`src/rtl/vga_timing_ctrl.sv`:
```
// 640x480 VGA timing sequencer: pixel-tick divider, h/v counters, sync/video decode
// and a vblank-synchronised display-mode register. Define VGA_FRAME_CNT_EN to add frame_cnt.
module vga_timing_ctrl #(
    parameter int unsigned CLK_DIV = 2,
    parameter int unsigned HPIXELS = 800,
    parameter int unsigned VLINES  = 521,
    parameter int unsigned HSP     = 128,
    parameter int unsigned VSP     = 2,
    parameter int unsigned HBP     = 144,
    parameter int unsigned HFP     = 784,
    parameter int unsigned VBP     = 31,
    parameter int unsigned VFP     = 511
) (
    input  logic       clk,
    input  logic       clr,
    input  logic       mode_req,
    input  logic [1:0] mode_in,
    output logic       mode_ack,
    output logic [1:0] mode,
    output logic       pix_tick,
    output logic [9:0] hc,
    output logic [9:0] vc,
    output logic       hsync,
    output logic       vsync,
    output logic       vidon,
`ifdef VGA_FRAME_CNT_EN
    output logic [7:0] frame_cnt,
`endif
    output logic       frame_start
);

    localparam int unsigned DIV_W = (CLK_DIV > 1) ? $clog2(CLK_DIV) : 1;
    localparam logic [DIV_W-1:0] DIV_LAST = DIV_W'(CLK_DIV - 1);
    localparam logic [9:0]  H_LAST = 10'(HPIXELS - 1);
    localparam logic [9:0]  V_LAST = 10'(VLINES - 1);
    // Upper bounds may equal 1024, so window compares are done one bit wider.
    localparam logic [10:0] H_SP = 11'(HSP);
    localparam logic [10:0] V_SP = 11'(VSP);
    localparam logic [10:0] H_BP = 11'(HBP);
    localparam logic [10:0] H_FP = 11'(HFP);
    localparam logic [10:0] V_BP = 11'(VBP);
    localparam logic [10:0] V_FP = 11'(VFP);
    localparam logic [9:0]  VB_LINE = 10'(VFP % VLINES);

    typedef enum logic {
        ST_IDLE,
        ST_WAIT
    } state_e;

    logic [DIV_W-1:0] div_q, div_d;
    logic [9:0]       hc_q, hc_d;
    logic [9:0]       vc_q, vc_d;
    logic             tick_q;
    logic             fs_q;
    logic             advance;
    logic             h_wrap;
    logic             frame_evt;
    logic             vblank_evt;
    state_e           state_q;
    logic [1:0]       mode_q;
    logic             ack_q;

    always_comb begin
        advance    = (div_q == DIV_LAST);
        h_wrap     = advance && (hc_q == H_LAST);
        div_d      = advance ? '0 : div_q + DIV_W'(1);
        hc_d       = hc_q;
        vc_d       = vc_q;
        if (advance) begin
            hc_d = h_wrap ? '0 : hc_q + 10'd1;
        end
        if (h_wrap) begin
            vc_d = (vc_q == V_LAST) ? '0 : vc_q + 10'd1;
        end
        frame_evt  = h_wrap && (vc_q == V_LAST);
        vblank_evt = h_wrap && (vc_d == VB_LINE);
    end

    always_ff @(posedge clk) begin
        if (clr) begin
            div_q  <= '0;
            hc_q   <= '0;
            vc_q   <= '0;
            tick_q <= 1'b0;
            fs_q   <= 1'b0;
        end else begin
            div_q  <= div_d;
            hc_q   <= hc_d;
            vc_q   <= vc_d;
            tick_q <= advance;
            fs_q   <= frame_evt;
        end
    end

    // Acceptance is evaluated on the edge that moves the counters to hc=0, vc=VFP,
    // so the new mode and the ack appear together with that position.
    always_ff @(posedge clk) begin
        if (clr) begin
            state_q <= ST_IDLE;
            mode_q  <= '0;
            ack_q   <= 1'b0;
        end else begin
            ack_q <= 1'b0;
            case (state_q)
                ST_IDLE: begin
                    if (mode_req) begin
                        state_q <= ST_WAIT;
                    end
                end
                ST_WAIT: begin
                    if (!mode_req) begin
                        state_q <= ST_IDLE;
                    end else if (vblank_evt) begin
                        mode_q  <= mode_in;
                        ack_q   <= 1'b1;
                        state_q <= ST_IDLE;
                    end
                end
                default: state_q <= ST_IDLE;
            endcase
        end
    end

`ifdef VGA_FRAME_CNT_EN
    logic [7:0] fc_q;

    always_ff @(posedge clk) begin
        if (clr) begin
            fc_q <= '0;
        end else if (frame_evt) begin
            fc_q <= fc_q + 8'd1;
        end
    end

    assign frame_cnt = fc_q;
`endif

    assign hc          = hc_q;
    assign vc          = vc_q;
    assign pix_tick    = tick_q;
    assign frame_start = fs_q;
    assign mode        = mode_q;
    assign mode_ack    = ack_q;
    assign hsync       = ({1'b0, hc_q} >= H_SP);
    assign vsync       = ({1'b0, vc_q} >= V_SP);
    assign vidon       = ({1'b0, hc_q} >= H_BP) && ({1'b0, hc_q} < H_FP) &&
                         ({1'b0, vc_q} >= V_BP) && ({1'b0, vc_q} < V_FP);

endmodule

```
`config.mk`:
```
export PLATFORM = sky130hd
export DESIGN_NAME = vga_timing_ctrl
export DESIGN_NICKNAME = d
export VERILOG_FILES = /design/src/rtl/vga_timing_ctrl.sv
export SDC_FILE = /design/constraint.sdc
export NUM_CORES = 1
export LEC_CHECK = 0
export CORE_MARGIN = 5
export CORE_UTILIZATION = 40
export CTS_CLUSTER_SIZE = 10
export DETAILED_ROUTE_END_ITERATION = 8
export GPL_TIMING_DRIVEN = 0
export HOLD_SLACK_MARGIN = 0.06
export PLACE_DENSITY_LB_ADDON = 0.3
export SYNTH_ARGS = -nofsm -noshare
export SYNTH_HDL_FRONTEND = slang
export SYNTH_SLANG_ARGS = --single-unit
export TNS_END_PERCENT = 10
```
`constraint.sdc`:
```
create_clock -name clk -period 2.1 [get_ports clk]
set_clock_uncertainty 0.05 [all_clocks]
set_input_delay 0.525 -clock clk [delete_from_list [all_inputs] [get_ports clk]]
set_output_delay 0.525 -clock clk [all_outputs]
set_load 0.005 [all_outputs]
```
* Word level (Yosys, flattened, before mapping) *
Index checks and enable logic that the tools add are counted.

word-level totals
  bits in latches = 0
  input bits = 5
  word-level logic and storage cells = 39
  bits in read-only memories = 0
  register bits = 27
  memories = 0
  RAM bits = 0
  output and inout port bits = 28

operators by class
  add/subtract/negate cells = 3
  divide/modulo/power cells = 0
  mux-type cells = 8
  $lt $le $gt $ge = 6
  eq/ne operators = 3
  reduce and logical (&&, ||, !) cells = 9
  $mul = 0
  shifts and indexed selects = 0
  bitwise operators = 2

operator list
  cell                                                                            number
  10-bit two-way mux                                                              3
  10-bit by 1-bit adder with 10-bit output (second input constant)                2
  10-bit equality test (second input constant)                                    2
  10-bit by 8-bit >= comparator with 1-bit output (second input constant)         2
  10-bit by 9-bit equality test with 1-bit output (second input constant)         1
  10-bit by 2-bit >= comparator with 1-bit output (second input constant)         1
  10-bit by 5-bit >= comparator with 1-bit output (second input constant)         1
  10-bit less-than comparator (second input constant)                             1
  10-bit by 9-bit less-than comparator with 1-bit output (second input constant)  1
  1-bit logical AND                                                               6
  1-bit two-way mux                                                               4
  3-bit AND reduction                                                             1
  3-bit OR reduction                                                              1
  1-bit inverter                                                                  2
  1-bit one-hot mux with 2 select lines                                           1
  2-bit OR reduction                                                              1
  1-bit adder (second input constant)                                             1

* Logic depth before layout (Yosys ltp) *
Gate-level depths: netlist (run 1).

  word-level depth = 8
  depth in mapped cells = 10
  depth with buffers taken out = 8

* Least setup slack after synthesis (run 1) *
OpenSTA, ideal clock, no wires.

  path type = flip-flop to flip-flop
  from = register vc_q[6] (netlist: vc[6])
  to = register mode_q[0] (netlist: mode[0])
  arrival time = 2.087 ns
  slack = -0.108 ns
  required time = 1.979 ns
  period minus slack after synthesis = 2.208 ns
  cell stages (with the launch flop) = 8
  path buffers = 1
  setup time = 0.071 ns
  path through = dfxtp_1 -> buf_6 -> or4_4 -> nor4_4 -> o211ai_2 -> a2111oi_4 -> nand4_1 -> a21oi_1

between the ends
  word-level cells in the longest chain between the ends = 6
  elaborated cells between the ends (all ways) = 7
  classes of those cells = add/sub: 1; eq/ne: 2; mux: 2; reduce/logical: 2

ends and longest elaborated chain
  element                                                                           RTL line  source
  start, declared                                                                   52        logic [9:0] vc_q, vc_d;
  start signal, assigned                                                            89        vc_q <= vc_d;
  10-bit by 1-bit adder with 10-bit output or 10-bit equality test (tied branches)  73        vc_d = (vc_q == V_LAST) ? '0 : vc_q + 10'd1;
  10-bit two-way mux                                                                73
  10-bit two-way mux (*)                                                            72        if (h_wrap) begin
  10-bit by 9-bit equality test with 1-bit output (*)                               76        vblank_evt = h_wrap && (vc_d == VB_LINE);
  1-bit logical AND (*)                                                             76
  3-bit AND reduction (no source line) (*)                                          n/a
  end signal, assigned                                                              114       mode_q <= mode_in;
  end, declared                                                                     60        logic [1:0] mode_q;

Every way passes the cells marked *; elsewhere a longest branch is shown, timed or not.
A chain may end at the register's enable or synchronous reset.

* Worst setup path in the final report (run 1) *
  from = register vc_q[8] (netlist: vc[8])
  to = register ack_q (netlist: mode_ack)

between the ends
  word-level cells in the longest chain between the ends = 6
  elaborated cells between the ends (all ways) = 7
  classes of those cells = add/sub: 1; eq/ne: 2; mux: 3; reduce/logical: 1

ends and longest elaborated chain
  element                                                                           RTL line  source
  10-bit by 1-bit adder with 10-bit output or 10-bit equality test (tied branches)  73
  10-bit two-way mux                                                                73
  10-bit two-way mux (*)                                                            72
  10-bit by 9-bit equality test with 1-bit output (*)                               76
  1-bit logical AND (*)                                                             76
  1-bit two-way mux (*)                                                             113       end else if (vblank_evt) begin
  end signal, assigned                                                              101       ack_q <= 1'b0;
  end signal, assigned                                                              103       ack_q <= 1'b0;
  end signal, assigned                                                              115       ack_q <= 1'b1;
  end, declared                                                                     61        logic ack_q;

Marks and branches as above.

==> metrics.txt, run 1 <==
leakage 0.731 nW; final setup vio count 6; later-pin clock latency in the skew report 0.28 ns; most frequent cells in the layout clkdlybuf4s50_1, nor2_1, dfxtp_1; hold_buf cts 0; CP Buf/Inv Count 1; GRT overflow 0; first-pass GRT wire length 6.29 mm; #FFs+latches synth 27; post-synthesis sequential area ratio 36.2%; Peak VDD IR 0.277 mV; net switching power 0.000189 W; Tmin final 2.28 ns; die area 5050 um^2; register share of total power 60.7%; CP max-delay cell or4_4; critical path class register to register; Site Rows 22; GRT Total Usage 15.1%; final hold violation count 0; cts bufs inserted 3; residual DRC count 0; status finished with violations; hold slack 0.436 ns; Final GP Congestion 0.896; Least-Margin Pin Slew 0.489 ns; maximum level of the CTS H-tree 1; starting density of the core 41.1%; Routed WL per cell 13.7 um; CTS Sinks 27; CP cell instances or4_4 > nor4_4 > o211ai_2 > a2111oi_4 > buf_4 > nand2_2 > nor2_2; vias per cell 5.45; final net count 239; Detailed Route WL 3.79 mm; CTS tree done; Worst Path Max Fanout 4; Syn Area/Cell 8.07 um^2; Final ANT Viol Nets 0; Clk network pwr share 34.7%; maxcap violations 0; Critical Path RT 2.28 ns; area delta synth->final 38.2%; post-route clock period utilization 109%; Min-Delay Path Class register to register; final antenna diode count 0; worst endpoint data arrival time 2.46 ns; Post-synth top flop dfxtp_1; unrepaired setup endpoints after global routing true; internal power 0.000669 W; Syn Inst Count 185; Port Buf Inserts 32; Synth top area share 36.2%; CTS Root Cell clkbuf_8; DP HPWL 2.49 mm; syn_nets 195; maximum clock frequency 439 MHz; CTS Buffer Depth 2; layout cell share with drive strength beyond 1 21.1%; final std cells w/o fill 276; leading area contributor after synthesis dfxtp_1; Logic pwr share 4.6%; Pwr Density 416 nW/um^2; 1st-pass router iterations 4; Iteration-0 DRC Markers 102; # IOs 33; startpoint types register; filler instances 350; Max-slew headroom 67.4%; Die X 71.1 um; Die H 71.1 um; crit path capture type register; CP top delay family simple AND/OR/NAND/NOR gates; failing checks setup timing; vias post-DR 1505; dpl cells 265; largest cells by area after synthesis dfxtp_1, a21oi_1, nor2_1; pre-CTS setup slack -0.411 ns; number of synthesized flops with an enable pin 0; Core Util, Final 56.8%; Post-synth ARST share 0%; synth warn 0; worst setup margin -0.180 ns; Core Area 3630 um^2; most common cell after layout, fill and taps aside clkdlybuf4s50_1; antenna violations before repair 0; synthesized area 1490 um^2; CP max stage delay 0.57 ns; vias in the first global route 1351; Max Slew Vio Count 0; Netlist cell types 39; sw frac 22.0%; largest net degree at the start of global routing 16; clock transition at the registers of the reported paths 0.09 ns
## repair_timing
item	4_1_cts	5_1_grt
setup buffers	6	5
pin swaps	5	10
gates resized for setup	28	15
setup endpoints to repair	18	13
## power groups by stage
stage	logic, W	registers, W	clock network [W]
floorplan	0.0000181	0.000534	0
global placement	0.0000389	0.000534	0
detailed placement	0.0000393	0.000534	0
CTS	0.0000399	0.000521	0.000305
global route	0.0000450	0.000521	0.000321
finish	0.0000395	0.000520	0.000298
## synthesized netlist by cell type (2+ instances only)
library cell and instances:
a21oi_1 18, a311oi_1 2, a31oi_1 2, and3_1 2
and4_1 2, clkbuf_1 9, dfxtp_1 27, ha_1 5
inv_1 5, nand2_1 17, nand2b_1 4, nand3_1 7
nand4_1 11, nand4b_1 3, nor2_1 21, nor2b_1 2
nor3_1 8, o21ai_0 8, or4_1 5, xnor2_1 4
xor2_1 5
## path summary, 6_finish.rpt
| check | cells after the start | start | end | slack [ns] |
|---|---|---|---|---|
| setup / recovery | 7 | vc[8]$_SDFF_PP0_ | mode_ack$_SDFF_PP0_ | -0.18 |
| hold / removal | 2 | mode[1]$_SDFFE_PP0P_ | mode[1]$_SDFFE_PP0P_ | 0.44 |
| setup reg to reg | 7 | vc[8]$_SDFF_PP0_ | mode_ack$_SDFF_PP0_ | -0.18 |
| hold reg to reg | 2 | mode[1]$_SDFFE_PP0P_ | mode[1]$_SDFFE_PP0P_ | 0.44 |
## through the flow
| stage | total power, W | instance area [um^2] | TNS, ns |
|---|---|---|---|
| global route | 0.000887 | 2060 | -1.62 |
| floorplan | 0.000552 | 1500 | 0 |
| finish | 0.000857 | 2060 | -0.891 |
| detailed placement | 0.000573 | 1880 | -2.02 |
| global placement | 0.000573 | 1880 | -2.17 |
| CTS | 0.000866 | 1980 | -0.499 |
## layer usage
metal	wire, um	part of all wire [%]	track usage [%]	vias up
met5	0	0	0	-
met4	74	2.0	6.68	0
met3	206	5.4	2.56	9
met2	1730	46	22.8	48
met1	1780	47	21.1	696
li1	-	-	-	752
## registers in the layout (all words and copies together) (netlist names)
signal,flops
mode,2
advance,1
frame_start,1
mode_ack,1
state_q,1
vc,10
hc,10
pix_tick,1
## area by class of cell
class / instances / area (um^2) / share of cell area [%]
multi-input cells: 141 / 932 / 45.2
clock inverters: 1 / 5.00 / 0.243
flip-flops and latches: 27 / 556 / 26.9
well taps: 48 / 60.1 / 2.91
plain buffers: 8 / 51.3 / 2.49
repair buffers: 43 / 399 / 19.3
clock buffers: 3 / 41.3 / 2.00
inverters: 5 / 18.8 / 0.910
## worst register-to-register path, cell delays in order, from the launching register on
cell	delay [ns]
dfxtp_4	0.36
or4_4	0.57
nor4_4	0.35
o211ai_2	0.18
a2111oi_4	0.42
buf_4	0.18
nand2_2	0.04
nor2_2	0.08
## cells by family (layout without fill, tap and decap cells)
group                      after synthesis  after routing  synth area share (%)
buffers and inverters                   17             60                  4.86
AOI/OAI and AO/OA                       37             37                  16.3
xor gates and xnor gates                 9              9                  5.28
DFF                                     27             27                  36.2
and+or+nand+nor                         90             90                  33.1
adders and majority gates                5              5                  4.19
Note: power is estimated with default switching activity, not from simulation.
==> inputs of run 2 (changes only) <==
- CORE_ASPECT_RATIO: default -> 1.5
- CORE_MARGIN: 5 -> default
==> metrics.txt, run 2 (same netlist as run 1, synthesis figures left out) <==
Peak VDD IR 0.420 mV (was 0.277 mV); Final GP Congestion 0.843 (was 0.896); Least-Margin Pin Slew 0.502 ns (was 0.489 ns); CP max-delay cell or4_4 (unchanged); Core Area 3480 um^2 (was 3630 um^2); sum of negative setup slack -0.492 ns (was -0.891 ns); CP Buf/Inv Count 1 (unchanged); CP max stage delay 0.57 ns (about the same); CTS Buffer Depth 2 (unchanged); dpl cells 259 (was 265); status finished with violations (unchanged); GRT Total Usage 20.0% (was 15.1%); cts bufs inserted 3 (unchanged); unrepaired setup endpoints after global routing true (unchanged); clock transition at the registers of the reported paths 0.09 ns (about the same); Tmin final 2.26 ns (was 2.28 ns); multi-input logic area 946 um^2 (was 932 um^2); residual DRC count 0 (unchanged); Worst Path Max Fanout 3 (was 4); final hold violation count 0 (unchanged); Iteration-0 DRC Markers 44 (was 102); vias in the first global route 1377 (was 1351); vias post-DR 1491 (was 1505); Reg area 556 um^2 (unchanged); failing checks setup timing (unchanged); starting density of the core 42.9% (was 41.1%); final std cells w/o fill 270 (was 276); worst endpoint data arrival time 1.69 ns (was 2.46 ns); final instance area 2070 um^2 (was 2060 um^2); post-route clock period utilization 108% (was 109%); Max Slew Vio Count 0 (unchanged); die area 3980 um^2 (was 5050 um^2); startpoint types register (unchanged); Detailed Route WL 3.71 mm (was 3.79 mm); area delta synth->final 38.6% (was 38.2%); # IOs 33 (unchanged); hold_buf cts 0 (unchanged); filler instances 317 (was 350); CP cell instances or4_4 > a21oi_2 > nor2_1 > o21ai_1 > a311oi_1 > buf_2 (was or4_4 > nor4_4 > o211ai_2 > a2111oi_4 > buf_4 > nand2_2 > nor2_2); most frequent cells in the layout clkdlybuf4s50_1, nor2_1, a21oi_1, dfxtp_1, nand2_1 (was clkdlybuf4s50_1, nor2_1, dfxtp_1); reg-to-reg slack, setup -0.13 ns (was -0.18 ns); later-pin clock latency in the skew report 0.27 ns (was 0.28 ns); Pwr Density 413 nW/um^2 (was 416 nW/um^2); leakage 0.729 nW (was 0.731 nW); antenna violations before repair 0 (unchanged); most common cell after layout, fill and taps aside clkdlybuf4s50_1 (unchanged); Min-Delay Path Class register to register (unchanged); hold slack 0.435 ns (was 0.436 ns); 1st-pass router iterations 4 (unchanged); first-pass GRT wire length 6.15 mm (was 6.29 mm); maximum level of the CTS H-tree 1 (unchanged); vias per cell 5.52 (was 5.45); Max-slew headroom 66.5% (was 67.4%); Final ANT Viol Nets 0 (unchanged); crit path capture type output pin (was register); DP HPWL 2.52 mm (was 2.49 mm); Routed WL per cell 13.7 um (about the same); final net count 239 (unchanged); Die X 51.9 um (was 71.1 um); Site Rows 26 (was 22); maximum clock frequency 442 MHz (was 439 MHz); Critical Path RT 1.52 ns (was 2.28 ns); CTS Root Cell clkbuf_8 (unchanged); CTS tree done (unchanged); final antenna diode count 0 (unchanged); CP top delay family simple AND/OR/NAND/NOR gates (unchanged); critical path class register to output pin (was register to register); layout cell share with drive strength beyond 1 21.5% (was 21.1%); CTS Sinks 27 (unchanged); Placed Area 1870 um^2 (was 1880 um^2); Port Buf Inserts 32 (unchanged); Die H 76.8 um (was 71.1 um); largest net degree at the start of global routing 15 (was 16); GRT overflow 0 (unchanged); final setup vio count 5 (was 6); maxcap violations 0 (unchanged); worst setup margin -0.163 ns (was -0.180 ns)
[run 2: worst min-delay path: cells and delay by family (launching register included)]
family	cells	cell delay [ns]
flip-flops	1	0.32
AO/OA/AOI/OAI	2	0.13
[run 2: per-stage QoR]
| stage | utilization [%] | power, W | setup slack (ns) |
|---|---|---|---|
| 2_1_floorplan | - | 0.000552 | 0.00229 |
| 3_3_place_gp | 53.7 | 0.000573 | -0.452 |
| 3_5_place_dp | 53.7 | 0.000574 | -0.429 |
| 4_1_cts | 57.4 | 0.000870 | -0.157 |
| 5_1_grt | 59.4 | 0.000895 | -0.261 |
| 6_report | 59.4 | 0.000855 | -0.163 |
[run 2: layer usage]
layer / share of wire (%) / track usage (%) / wire, um
met5: 0 / 0 / 0
met4: 3.0 / 10.0 / 113
met3: 3.0 / 1.79 / 113
met2: 52 / 34.2 / 1920
met1: 42 / 23.7 / 1570
[run 2: final timing paths]
check                  startpoint                    to  cells after the start
max              vc[6]$_SDFF_PP0_                 vidon                      6
min          mode[0]$_SDFFE_PP0P_  mode[0]$_SDFFE_PP0P_                      2
max reg2reg      vc[6]$_SDFF_PP0_  mode[0]$_SDFFE_PP0P_                      6
min reg2reg  mode[0]$_SDFFE_PP0P_  mode[0]$_SDFFE_PP0P_                      2
[run 2: area by class of cell]
| class | count | area share (%) |
|---|---|---|
| clock buffer | 4 | 2.18 |
| tap | 42 | 2.54 |
| inverter | 5 | 0.907 |
| buffer | 8 | 2.48 |
| multi-input combinational | 141 | 45.7 |
| timing repair buffer | 43 | 19.3 |
| sequential | 27 | 26.9 |
[run 2: power breakdown]
| part | switching (W) | internal [W] | leakage (nW) |
|---|---|---|---|
| clock | 0.000158 | 0.000136 | 0.0228 |
| combinational | 0.0000196 | 0.0000201 | 0.482 |
| sequential | 0.00000444 | 0.000516 | 0.224 |
[run 2: what timing repair did]
action,in CTS,in global routing
setup buffers,6,5
resized for setup,33,13
pin swaps,4,2
setup endpoints to repair,18,12
hold endpoints to repair,0,0
==> inputs of run 3 (changes only) <==
- SETUP_SLACK_MARGIN: default -> 0.2
==> metrics.txt, run 3 (same netlist as run 1, synthesis figures left out) <==
later-pin clock latency in the skew report 0.28 ns (was 0.27 ns); Core Area 3480 um^2 (unchanged); Routed WL per cell 14.9 um (was 13.7 um); maximum clock frequency 440 MHz (was 442 MHz); startpoint types register (unchanged); GRT overflow 0 (unchanged); CP max stage delay 0.58 ns (was 0.57 ns); failing checks setup timing (unchanged); CTS Sinks 27 (unchanged); Peak VDD IR 0.445 mV (was 0.420 mV); R2R Path End mode_ack$_SDFF_PP0_ (was mode[0]$_SDFFE_PP0P_); Max-slew headroom 65.2% (was 66.5%); Detailed Route WL 4.07 mm (was 3.71 mm); antenna violations before repair 0 (unchanged); reg-to-reg slack, setup -0.08 ns (was -0.13 ns); CP cell instances or4_4 > buf_4 > nor3_2 > nand2_1 > buf_2 (was or4_4 > a21oi_2 > nor2_1 > o21ai_1 > a311oi_1 > buf_2); starting density of the core 42.9% (unchanged); CTS Root Cell clkbuf_8 (unchanged); hold_buf cts 0 (unchanged); Final GP Congestion 0.840 (was 0.843); Iteration-0 DRC Markers 67 (was 44); residual DRC count 0 (unchanged); CP max-delay cell or4_4 (unchanged); vias in the first global route 1414 (was 1377); critical path class register to output pin (unchanged); status finished with violations (unchanged); Max Slew Vio Count 0 (unchanged); # IOs 33 (unchanged); Reg-to-Reg Start vc[7]$_SDFF_PP0_ (was vc[6]$_SDFF_PP0_); Tmin final 2.28 ns (was 2.26 ns); Die H 76.8 um (unchanged); DP HPWL 2.66 mm (was 2.52 mm); final net count 243 (was 239); maximum level of the CTS H-tree 1 (unchanged); Core Util, Final 60.9% (was 59.4%); Critical Path RT 1.52 ns (about the same); vias post-DR 1558 (was 1491); cts bufs inserted 3 (unchanged); final std cells w/o fill 274 (was 270); CTS tree done (unchanged); total power 0.000859 W (was 0.000855 W); die area 3980 um^2 (unchanged); Worst Path Max Fanout 4 (was 3); 1st-pass router iterations 4 (unchanged); largest net degree at the start of global routing 16 (was 15); most common cell after layout, fill and taps aside clkdlybuf4s50_1 (unchanged); crit path capture type output pin (unchanged); Final ANT Viol Nets 0 (unchanged); worst setup margin -0.175 ns (was -0.163 ns); unrepaired setup endpoints after global routing true (unchanged); crit path to vsync (was vidon); Min-Delay Path Class register to register (unchanged); Pwr Density 406 nW/um^2 (was 413 nW/um^2); Least-Margin Pin Slew 0.522 ns (was 0.502 ns); hold slack 0.442 ns (was 0.435 ns); worst endpoint data arrival time 1.70 ns (was 1.69 ns); Worst Setup SP vc[7]$_SDFF_PP0_ (was vc[6]$_SDFF_PP0_); leakage 0.747 nW (was 0.729 nW); final hold violation count 0 (unchanged); CTS Buffer Depth 2 (unchanged); pre-CTS setup slack -0.468 ns (was -0.429 ns); final setup vio count 6 (was 5); first-pass GRT wire length 6.36 mm (was 6.15 mm); GRT Total Usage 21.0% (was 20.0%); dpl cells 259 (unchanged); most frequent cells in the layout clkdlybuf4s50_1, nor2_1, a21oi_1 (was clkdlybuf4s50_1, nor2_1, a21oi_1, dfxtp_1, nand2_1); Die X 51.9 um (unchanged); hold wc startpoint mode[1]$_SDFFE_PP0P_ (was mode[0]$_SDFFE_PP0P_); worst-case reg-to-reg path depth 7 (was 6); maxcap violations 0 (unchanged); clock transition at the registers of the reported paths 0.09 ns (about the same); post-route clock period utilization 108% (about the same); Port Buf Inserts 32 (unchanged); area delta synth->final 41.9% (was 38.6%); Site Rows 26 (unchanged); vias per cell 5.69 (was 5.52); final antenna diode count 0 (unchanged); layout cell share with drive strength beyond 1 27.6% (was 21.5%)
==> run 3: report_power, final <==
part	total [W]	switching [W]	internal (W)
logic	0.0000411	0.0000205	0.0000206
clock network	0.000298	0.000165	0.000133
registers	0.000520	0.00000483	0.000515
==> run 3: what timing repair did <==
item	4_1_cts	5_1_grt
pin swaps	8	9
cloned	0	0
setup buffers	5	6
resized for setup	32	35
endpoints found under the setup margin	26	31
==> run 3: worst min path at each step <==
stage,end,slack (ns),depth (start not counted)
floorplan,mode[0]$_SDFFE_PP0P_,0.42,2
global placement,mode[1]$_SDFFE_PP0P_,0.42,2
detailed placement,mode[1]$_SDFFE_PP0P_,0.42,2
CTS,mode[1]$_SDFFE_PP0P_,0.44,2
global route,mode[1]$_SDFFE_PP0P_,0.47,2
finish,mode[1]$_SDFFE_PP0P_,0.44,2
==> run 3: critical path, delay by kind of cell (launching register included) <==
kind                   cells  cell delay, ns
AND/OR/NAND/NOR            3            0.78
flip-flops                 1            0.36
buffers and inverters      2            0.28
==> run 3: cell type report <==
cell class / count / area [um^2]
tap: 42 / 52.6
multi-input combinational: 141 / 935
inverter: 5 / 18.8
clock inverter: 1 / 5.00
fill: 303 / 1360
clock buffer: 3 / 41.3
timing repair buffer: 43 / 393
sequential: 27 / 566
buffer: 12 / 108
==> run 3: metal layers <==
| layer | wire length, um | vias to the layer above | track usage, % |
|---|---|---|---|
| li1 | - | 766 | - |
| met1 | 1670 | 738 | 23.1 |
| met2 | 2150 | 42 | 36.2 |
| met3 | 134 | 12 | 2.78 |
| met4 | 123 | 0 | 13.2 |
| met5 | 0 | - | 0 |
==> run 3: per-stage QoR <==
| step | setup TNS, ns | instance area [um^2] |
|---|---|---|
| 4_1_cts | -1.27 | 2010 |
| 5_1_grt | -1.04 | 2120 |
| 2_1_floorplan | 0 | 1500 |
| 6_report | -0.609 | 2120 |
| 3_3_place_gp | -1.88 | 1870 |
| 3_5_place_dp | -2.35 | 1870 |
==> RTL change 1 (flow settings as in run 1) <==
Put a register stage on the outputs `hsync` and `vsync`, without a reset. The values now appear one clock later. The other outputs are not delayed to match.
--- a/src/rtl/vga_timing_ctrl.sv
+++ b/src/rtl/vga_timing_ctrl.sv
@@ -143,4 +143,6 @@
     assign mode_ack    = ack_q;
-    assign hsync       = ({1'b0, hc_q} >= H_SP);
-    assign vsync       = ({1'b0, vc_q} >= V_SP);
+    always_ff @(posedge clk) begin
+        hsync <= ({1'b0, hc_q} >= H_SP);
+        vsync <= ({1'b0, vc_q} >= V_SP);
+    end
     assign vidon       = ({1'b0, hc_q} >= H_BP) && ({1'b0, hc_q} < H_FP) &&
Behaviour: same outputs for any inputs over 10 cycles, from zero or initial values; that may be too few to reach the edited logic, so the function may still have changed.
==> RTL change 1 against run 1 <==
The flow still finishes with violations (negative setup slack); worst hold slack got worse by 0.0040 ns; first-iteration DRC count rose by 3.9%; synthesized area rose by 2.7%; power rose by 18%; sequential cell count rose by 2; synthesized cell count rose by 1.1%; setup slack improved by 0.018 ns; wire length fell by 3.6%; cell count rose by 0.36%; design area rose by 3.7%; critical endpoint is now mode[1]; largest cell class unchanged; largest power group unchanged.
==> RTL change 1: results (changes against run 1) <==
[logic_synthesis]
synth_compound_area_share_pct=15.9  ; -0.43 points
synth_xor_area_share_pct=5.14  ; -0.14 points
synthesis.nets=197  ; +1.0%
yosysSeqAreaShare_pct=37.9  ; +1.7 points
syn-instance-count=187  ; +1.1%
synth_top_cells_by_area=dfxtp_1 (38%), a21oi_1 (5.9%), nor2_1 (5.1%)
synth_top_cells_by_count=dfxtp_1 (29), nor2_1 (21), a21oi_1 (18)

[placed_design]
routability_congestion=0.871  ; -2.8%
place.detailed.hpwl_mm=2.46  ; -1.2%
place_inst=267  ; +0.75%

[cells_and_area]
final_layout_size_suffix_gt1_share_pct=22.3  ; +1.2 points
finalNetCount=240  ; +0.42%

[power]
p_leak_uw=0.000716  ; -2.0%
switching_share_of_power_pct=21.7  ; -0.34 points
ir_drop_uv=330  ; +19%

[routing]
post_drt_wl_per_cell_um=13.2  ; -3.9%
drt-vias-per-instance=5.45  ; about the same

[run_status]
run_status=finished, violations left
violations=negative setup slack

[worst_setup_path]
crit_arrival_ns=2.42  ; -0.04 ns

[sta]
fin_setup_tns_ns=-0.565  ; +0.325 ns
setup_slack_ns=-0.162  ; +0.0176 ns
setup-violations-final=5  ; -1
tightestPinTransition_ns=0.502  ; +0.0133 ns

[clock_tree]
cts_max_level=2  ; +1
clkSlewWorstSetupHoldPaths_ns=0.06  ; -0.03 ns

[global_routing]
grt_use_total_pct=15.2  ; +0.075 points
global_route_wire_length_before_repair_mm=6.23  ; -0.99%

[RTL change 1: critical path, delay by kind of cell (launching register included)]
kind | cells | cell delay (ns)
flip-flops | 1 | 0.35
AO/OA/AOI/OAI | 3 | 0.78
AND/OR/NAND/NOR | 3 | 1.01
[RTL change 1: worst paths after layout]
path,slack [ns],cells past startpoint,endpoint,startpoint
setup / recovery,-0.16,6,mode[1],vc[8]
hold / removal,0.43,2,mode[0],mode[0]
setup reg to reg,-0.16,6,mode[1],vc[8]
hold reg to reg,0.43,2,mode[0],mode[0]
[RTL change 1: cells by family (layout without fill, tap and decap cells)]
family,count (synthesis),count (layout)
AOI/OAI and AO/OA,37,37
xor gates and xnor gates,9,9
adders and majority gates,5,5
buffers and inverters,17,59
DFF,29,29
and+or+nand+nor,90,90
[RTL change 1: per-stage QoR]
step / area (um2) / setup slack [ns] / total power, uW
2_1_floorplan: 1540 / 0.00229 / 590
3_3_place_gp: 1920 / -0.421 / 612
3_5_place_dp: 1920 / -0.420 / 612
4_1_cts: 2070 / -0.162 / 1030
5_1_grt: 2140 / -0.267 / 1050
6_report: 2140 / -0.162 / 1010
[RTL change 1: timing repair]
action                                  CTS  global route
gates resized for setup                  25            20
endpoints found under the setup margin    9            11
setup buffers                             6             2
pin swaps                                 3            13
[RTL change 1: layer usage]
metal,global-route usage [%],wire (um),up-vias
li1,-,-,759
met3,4.57,264,5
met5,0,0,-
met1,20.7,1710,690
met2,22.2,1620,57
met4,6.26,55,0
[RTL change 1: area by class of cell]
| class | instances | area (um2) |
|---|---|---|
| multi-input cells | 141 | 968 |
| repair buffers | 40 | 375 |
| flip-flops and latches | 29 | 597 |
| fillers | 348 | 1550 |
| plain buffers | 8 | 46.3 |
| well taps | 48 | 60.1 |
| inverters | 5 | 18.8 |
| clock buffers | 5 | 68.8 |
| clock inverters | 1 | 5.00 |
[RTL change 1: power by group through the flow]
stage	Sequential (uW)	Clock [uW]	Combinational [uW]
after floorplan	572	0	18.1
after global placement	573	0	38.9
after detailed placement	573	0	38.9
after CTS	560	429	39.5
after global routing	561	450	43.5
final	560	412	39.5
==> RTL change 2 (config.mk and constraints of run 1) <==
Without the edit above. Change the parameter `CLK_DIV` from 2 to 1.
--- a/src/rtl/vga_timing_ctrl.sv
+++ b/src/rtl/vga_timing_ctrl.sv
@@ -3,3 +3,3 @@
 module vga_timing_ctrl #(
-    parameter int unsigned CLK_DIV = 2,
+    parameter int unsigned CLK_DIV = 1,
     parameter int unsigned HPIXELS = 800,
Function: changed (a bounded check fails within 4 cycles, from zero or initial values).
==> RTL change 2 against run 1 <==
The flow still finishes with violations (negative setup slack); first-iteration DRC count fell by 53%; sequential cell count did not move; cell count fell by 5.1%; worst hold slack got worse by 0.020 ns; setup slack got worse by 0.12 ns; design area rose by 0.42%; wire length fell by 2.0%; core utilization rose by 0.24 points; synthesized area fell by 0.50%; sequential share of layout area rose by 0.49 points; power rose by 0.21%; largest cell class unchanged; highest routed layer unchanged.
==> RTL change 2: results (changes against run 1) <==
[run_status]
run_status=finished, violations left
violations=negative setup slack

[global_routing]
grt_pass1_vias=1352  ; +0.074%
global_route_wire_length_before_repair_mm=6.38  ; +1.3%
grt_use_total_pct=15.3  ; +0.14 points
largest_net_degree_at_the_start_of_global_routing=17  ; +1
antenna_violations_before_repair=0  ; unchanged

[routing]
drt_pre_antenna_iters=4  ; unchanged
postRouteWirelength_mm=3.71  ; -2.0%
route.detailed.drc=0  ; unchanged
drt-initial-drc-count=48  ; -53%
post_drt_wl_per_cell_um=14.2  ; +3.3%
drt-vias-per-instance=5.48  ; +0.58%

[logic_synthesis]
syn-instance-count=175  ; -5.4%
synth-warning-count=0  ; unchanged
yosysTopAreaCell=dfxtp_1
synthesis.nets=185  ; -5.1%
synth_top_cells_by_count=dfxtp_1 (27), nor2_1 (17), a21oi_1 (13)
yosysSeqAreaShare_pct=36.4  ; +0.18 points
synth_top_cells_by_area=dfxtp_1 (36%), a21oi_1 (4.4%), nor2_1 (4.3%)
yosys.cell_types.count=41  ; +5.1%
synth_enable_flop_cells=0  ; unchanged
postSynth.asyncResetShare_pct=0  ; unchanged

[cells_and_area]
final_layout_size_suffix_gt1_share_pct=23.8  ; +2.8 points
finalNetCount=225  ; -5.9%
filler_cell_count=350  ; unchanged
antenna_cells_inserted=0  ; unchanged

[power]
ir_drop_uv=329  ; +19%
p_leak_uw=0.000712  ; -2.6%

[worst_setup_path]
max_fanout_on_critical_path=6  ; +2
critical_path_top_delay_cell=or4_4
cp_slowest_stage_delay_ns=0.56
crit_arrival_ns=1.82  ; -0.64 ns
crit_path_start=vc[7]

[placed_design]
place_inst=254  ; -4.2%
routability_congestion=0.877  ; -2.1%
numPortBuffers=31  ; -3.1%
place.detailed.hpwl_mm=2.72  ; +9.1%

[clock_tree]
cts-buffers-inserted=3  ; unchanged
root_buffer=clkbuf_8
worstSkewPairLatency_ns=0.28  ; about the same
cts_max_level=1  ; unchanged
clkSlewWorstSetupHoldPaths_ns=0.10
cts_max_path_buffers=2  ; unchanged

[worst_hold_path]
beginning_of_the_worst_hold_path=mode[0]
worstHoldPathType=reg2reg

[sta]
setup-violations-final=7  ; +1
tightestPinTransition_ns=0.592  ; +0.104 ns
setup_slack_ns=-0.296  ; -0.117 ns
fin_setup_tns_ns=-1.71  ; -0.821 ns

RTL change 2: final timing paths:
kind | cells past startpoint | to
setup / recovery | 4 | vsync
hold / removal | 2 | mode[0]
setup reg to reg | 7 | mode_ack
hold reg to reg | 2 | mode[0]
RTL change 2: power by group:
group	switching, uW	total [uW]	leakage (uW)	internal [uW]
logic	17.5	36.6	0.000464	19.1
registers	8.18	521	0.000226	513
clock network	167	301	0.0000217	135
total	192	859	0.000712	667
RTL change 2: per-stage QoR:
step	setup WS, ns	hold slack, ns	cell area [um2]
6_report	-0.296	0.416	2070
4_1_cts	-0.296	0.420	2070
5_1_grt	-0.421	0.445	2070
3_3_place_gp	-0.616	0.402	1930
2_1_floorplan	-0.132	0.406	1560
3_5_place_dp	-0.498	0.406	1930
RTL change 2: per-layer routing:
layer	track usage [%]	vias to the layer above	wire, um	part of all wire (%)
met4	3.97	0	17	0.46
met5	0	-	0	0
li1	-	715	-	-
met1	21.1	690	1780	48
met2	24.4	30	1740	47
met3	2.84	2	172	4.6
RTL change 2: area by class of cell:
class | count | area, um2 | share of cell area [%]
flip-flops and latches | 27 | 568 | 27.4
repair buffers | 36 | 343 | 16.5
well taps | 48 | 60.1 | 2.90
clock buffers | 3 | 41.3 | 1.99
clock inverters | 1 | 7.51 | 0.362
inverters | 6 | 22.5 | 1.09
multi-input cells | 132 | 985 | 47.5
plain buffers | 9 | 45.0 | 2.17
RTL change 2: critical path: cells and delay by family (launching register included):
kind,cells,cell delay [ns]
buf+inv,1,0.44
simple gates,3,0.74
flops,1,0.37
RTL change 2: repair_timing:
action,4_1_cts,5_1_grt
setup endpoints to repair,12,12
setup buffers,5,0
gates resized for setup,22,4
pin swaps,6,1
RTL change 2: logic make-up after synthesis:
family	synth area share, %
other	0.252
and+or+nand+nor	33.1
adders and majority gates	4.21
DFF	36.4
AOI/OAI and AO/OA	14.6
xor gates and xnor gates	7.08
buffers and inverters	4.38
